==> src/rtl/rx_assemble.sv <==
// rx_assemble: collects NBYTES UART bytes (first byte at the MSB end) into one
// block and pushes it downstream with a single-cycle write strobe. Bytes that
// arrive while a finished block waits on a full buffer are dropped and flagged.
// Optional feature macro: RX_TIMEOUT_EN (idle timeout that discards a partial
// block and pulses frame_err). With the macro undefined, frame_err stays 0.
module rx_assemble #(
   parameter int NBYTES         = 16,
   parameter int TIMEOUT_CYCLES = 50000
) (
   input  logic                clk,
   input  logic                reset,
   input  logic [7:0]          rx_data,
   input  logic                rx_done,
   input  logic                buffer_full,
   output logic                buffer_write,
   output logic [8*NBYTES-1:0] d_out,
   output logic                overrun,
   output logic                frame_err
);

   localparam int BW = 8*NBYTES;
   localparam int CW = (NBYTES > 1) ? $clog2(NBYTES) : 1;

   typedef enum logic {
      COLLECT = 1'b0,
      PUSH    = 1'b1
   } state_t;

   state_t        state_q, state_d;
   logic [CW-1:0] ctr_q, ctr_d;
   logic [BW-1:0] sr_q, sr_d;
   logic [BW-1:0] dout_q, dout_d;
   logic          ovr_q, ovr_d;
   logic          ferr_q, ferr_d;
   logic          push_wr;

`ifdef RX_TIMEOUT_EN
   localparam int IW = $clog2(TIMEOUT_CYCLES + 1);
   logic [IW-1:0] idle_q, idle_d;
`else
   // Timeout length is meaningless without the idle counter.
   logic unused_timeout_cfg;
   assign unused_timeout_cfg = ^TIMEOUT_CYCLES;
`endif

   // Next-state, datapath updates and the combinational write strobe.
   always_comb begin
      state_d = state_q;
      ctr_d   = ctr_q;
      sr_d    = sr_q;
      dout_d  = dout_q;
      ovr_d   = 1'b0;
      ferr_d  = 1'b0;
      push_wr = 1'b0;
`ifdef RX_TIMEOUT_EN
      idle_d  = idle_q;
`endif
      case (state_q)
         COLLECT: begin
            if (rx_done) begin
               sr_d = BW'({sr_q, rx_data});
               if (ctr_q == CW'(NBYTES - 1)) begin
                  ctr_d   = '0;
                  state_d = PUSH;
               end else begin
                  ctr_d = ctr_q + 1'b1;
               end
`ifdef RX_TIMEOUT_EN
               idle_d = '0;
`endif
            end
`ifdef RX_TIMEOUT_EN
            // Idle cycles only count while a partial block is held.
            else if (ctr_q != '0) begin
               if (idle_q == IW'(TIMEOUT_CYCLES - 1)) begin
                  idle_d = '0;
                  ctr_d  = '0;
                  sr_d   = '0;
                  ferr_d = 1'b1;
               end else begin
                  idle_d = idle_q + 1'b1;
               end
            end
`endif
         end
         PUSH: begin
            // Any byte seen here, including in the write cycle itself, is lost.
            ovr_d = rx_done;
            if (!buffer_full) begin
               push_wr = 1'b1;
               dout_d  = sr_q;
               state_d = COLLECT;
            end
         end
         default: state_d = COLLECT;
      endcase
   end

   // FSM state register.
   always_ff @(posedge clk or posedge reset) begin
      if (reset) state_q <= COLLECT;
      else       state_q <= state_d;
   end

   // Byte counter, shift register, held output block and flag pulses.
   always_ff @(posedge clk or posedge reset) begin
      if (reset) begin
         ctr_q  <= '0;
         sr_q   <= '0;
         dout_q <= '0;
         ovr_q  <= 1'b0;
         ferr_q <= 1'b0;
      end else begin
         ctr_q  <= ctr_d;
         sr_q   <= sr_d;
         dout_q <= dout_d;
         ovr_q  <= ovr_d;
         ferr_q <= ferr_d;
      end
   end

`ifdef RX_TIMEOUT_EN
   // Idle counter between bytes of a partial block.
   always_ff @(posedge clk or posedge reset) begin
      if (reset) idle_q <= '0;
      else       idle_q <= idle_d;
   end
`endif

   // The strobe is combinational so the block is visible in the write cycle;
   // d_out bypasses the held copy in that cycle and holds it afterwards.
   assign buffer_write = push_wr;
   assign d_out        = push_wr ? sr_q : dout_q;
   assign overrun      = ovr_q;
`ifdef RX_TIMEOUT_EN
   assign frame_err    = ferr_q;
`else
   assign frame_err    = 1'b0;
   logic unused_ferr;
   assign unused_ferr  = ferr_q;
`endif

endmodule

==> config.mk <==
export PLATFORM = sky130hd
export DESIGN_NAME = rx_assemble
export DESIGN_NICKNAME = d
export VERILOG_FILES = /design/src/rtl/rx_assemble.sv
export SDC_FILE = /design/constraint.sdc
export NUM_CORES = 1
export LEC_CHECK = 0
export CAP_MARGIN = 5
export CELL_PAD_IN_SITES_DETAIL_PLACEMENT = 1
export CELL_PAD_IN_SITES_GLOBAL_PLACEMENT = 1
export CORE_MARGIN = 3
export CORE_UTILIZATION = 41
export CTS_BUF_LIST = sky130_fd_sc_hd__clkbuf_16
export DETAILED_ROUTE_END_ITERATION = 16
export PLACE_DENSITY = 0.81
export SLEW_MARGIN = 0
export SYNTH_ARGS = -nofsm -noshare
export SYNTH_HDL_FRONTEND = slang
export SYNTH_SLANG_ARGS = --single-unit
==> constraint.sdc <==
create_clock -name clk -period 9.65 [get_ports clk]
set_clock_uncertainty 0.15 [all_clocks]
set_input_delay 1.4475 -clock clk [delete_from_list [all_inputs] [get_ports clk]]
set_output_delay 1.4475 -clock clk [all_outputs]
set_load 0.05 [all_outputs]
==> out/metrics.yaml <==
yosys:
  ys_warn_count: 0
  syn_inst: 1112
  synth_area_um2: 9890
  synth_seq_area_share_pct: 66.3
  ys_ff_latch: 262
  ys_types: 22
  syn_area_per_cell_um2: 8.89
  synth-edff-count: 0
  async_flop_share_pct: 100
  synth_ff_type: "dfrtp_1"
  synthesis.nets: 1125
timing:
  max_slew_margin_pct: 23.9
  finalMaxSlewViolations: 0
  finalCritPeriodShare_pct: 65.2
  finalSetupViolCount: 0
  fmax_ghz: 0.159
  worst_slew_pin_slew_ns: 1.14
  rsz0062_at_grt: "no"
  fin_setup_tns_ns: 0
  hold_viol: 0
  period_needed_ns: 6.29
placed_design:
  routabilityCongestion: 0.740
  hpwl_um: 15700
  dp_cells: 1520
  io_buffer_count: 141
pwr:
  leakagePower_nw: 6.68
  power_density_nw_per_um2: 324
  peakVddDrop_mv: 0.189
floorplanning:
  dieArea_um2: 26000
  dieWidth_um: 161
  ioPinCount: 143
  die_h_um: 161
  core_um2: 23600
  row_count: 56
  start_util_pct: 41.9
setup_path:
  slowest_delay_ns: 0.82
  crit_required_ns: 8.05
  worstPathCellList: "clkdlybuf4s50_1 -> nand2b_4 -> inv_4 -> buf_4 -> nand2_1 -> nand2_1 -> clkdlybuf4s50_1"
  rrSetupSlack_ns: 6.96
  critPathArrivalTime_ns: 4.69
  cp_max_fo: 67
  cp_top_family: "buffers and inverters"
  critPathBufInv: 4
  criticalPathCategory: "primary input to output pin"
  slowest_stage: "clkdlybuf4s50_1"
  endpoint_kind: "output pin"
  critPathLaunchType: "primary input"
route:
  vias: 7604
  drt_iter0_markers: 457
  post_drt_via_cell_ratio: 4.86
  drc: 0
  ant_nets: 0
  postRouteWirelength_um: 25300
  drt-pass1-iter-count: 6
  routedWlPerCell_um: 16.2
status:
  status: "finished, final reports clean"
clock_tree:
  cts_resized: 0
  clk_latency_ns: 0.53
  cts_setup_buffers: 0
  cts-root-buf: "clkbuf_16"
  postCtsHoldBufs: 0
  clock_path_buffers: 3
  clkSinkCount: 262
  cts_buffers: 28
  cts.clk_slew.worst_paths_ns: 0.06
  cts_tree: "yes"
  cts_max_level: 1
global_routing:
  grt_max_degree: 113
  grt_pass1_vias: 8213
  grt_antenna_before_repair: 1
  grt_usage_pct: 19.7
  grt_overflow: 0
  grt_pass1_wl_um: 42300
final_layout:
  area_growth_pct: 23.9
  final_nets: 1244
  instances_no_fill: 1565
  drive_gt1_share_pct: 3.45
  diodes: 0
job:
  cap_viol_max_count: 0
worst_hold_path:
  hold_path.class: "flip-flop to flip-flop"
[worst register-to-register path: stages, from the launching register on]
cell      delay, ns
dfrtp_1        0.52
nand2b_4       0.27
inv_4          0.58
buf_4          0.71
nand2_1        0.26
nand2_1        0.13
[report_power, final]
part / switching [W] / internal [W] / total (W)
Clock: 0.000413 / 0.000532 / 0.000945
Sequential: 0.000203 / 0.00142 / 0.00163
Combinational: 0.000988 / 0.000412 / 0.00140
Total: 0.00160 / 0.00237 / 0.00397
[cells in the mapped netlist (2+ instances only)]
cell type,instances,area (um^2)
buf_4,10,75.1
buf_2,44,220
dfrtp_1,262,6560
nand2_1,773,2900
inv_1,2,7.51
nand2b_1,2,12.5
clkbuf_1,4,15.0
[final timing paths]
path	start	depth (start not counted)	to
worst max-delay path	buffer_full	7	d_out[71]
min in group asynchronous	reset	2	dout_q[81]$_DFFE_PP0P_
max in group asynchronous	reset	3	dout_q[39]$_DFFE_PP0P_
worst min-delay path	dout_q[39]$_DFFE_PP0P_	2	dout_q[39]$_DFFE_PP0P_
worst max register to register	state_q$_DFF_PP0_	5	dout_q[71]$_DFFE_PP0P_
worst min register to register	dout_q[39]$_DFFE_PP0P_	2	dout_q[39]$_DFFE_PP0P_
[per-layer routing]
| layer | GRT usage, % | routed length [um] |
|---|---|---|
| met5 | 0 | 13 |
| met4 | 4.73 | 549 |
| met3 | 3.23 | 979 |
| met2 | 33.4 | 12200 |
| met1 | 26.7 | 11500 |
[cells by family after synthesis]
| logic type | count (synthesis) | share of synthesized area (%) |
|---|---|---|
| AND/OR/NAND/NOR | 780 | 29.8 |
| flip-flops | 262 | 66.3 |
| buffers and inverters | 62 | 3.37 |
| AO/OA/AOI/OAI | 5 | 0.304 |
| XOR/XNOR | 1 | 0.0886 |
| adder cells (fa/ha/maj) | 1 | 0.126 |
| other | 1 | 0.0379 |
[layout by cell type (no fill, tap or decap)]
master           instances
inv_4                    1
o21ai_1                  1
a21oi_1                  1
and2_1                   1
a21o_1                   1
nand2_1                773
conb_1                   1
nand2b_4                 2
clkinv_1                 5
dfrtp_1                262
xnor2_1                  1
nand3_1                  1
o21ai_0                  1
nand4_1                  1
o31ai_1                  1
clkinv_2                 2
ha_1                     1
clkdlybuf4s50_1        141
inv_8                    1
inv_1                   10
clkbuf_16               29
nor2b_4                  1
buf_4                    7
nor3b_1                  1
[final cells by class]
class	count	area, um^2
Multi-Input combinational cell	788	3020
Timing Repair Buffer	148	1460
Clock buffer	29	726
Fill cell	2759	11400
Inverter	3	21.3
Tap cell	319	399
Clock inverter	16	62.6
Sequential cell	262	6560
[state kept, by name, summed over array words and instances (netlist names)]
signal,cells
overrun,1
sr_q,128
dout_q,128
state_q,1
ctr_q,4
[per-stage QoR]
step                      util [%]  power (W)  area, um^2  setup WS (ns)  hold slack (ns)
after detailed placement      48.5    0.00305       11500           3.38            0.306
final                         51.9    0.00397       12300           3.36            0.321
after global placement        48.5    0.00301       11500           3.44            0.304
after CTS                     51.9    0.00402       12300           3.34            0.325
after global routing          51.9    0.00419       12300           3.15            0.348
after floorplan                  -    0.00254        9890          0.841            0.295
Note: power is estimated with default switching activity, not from simulation.
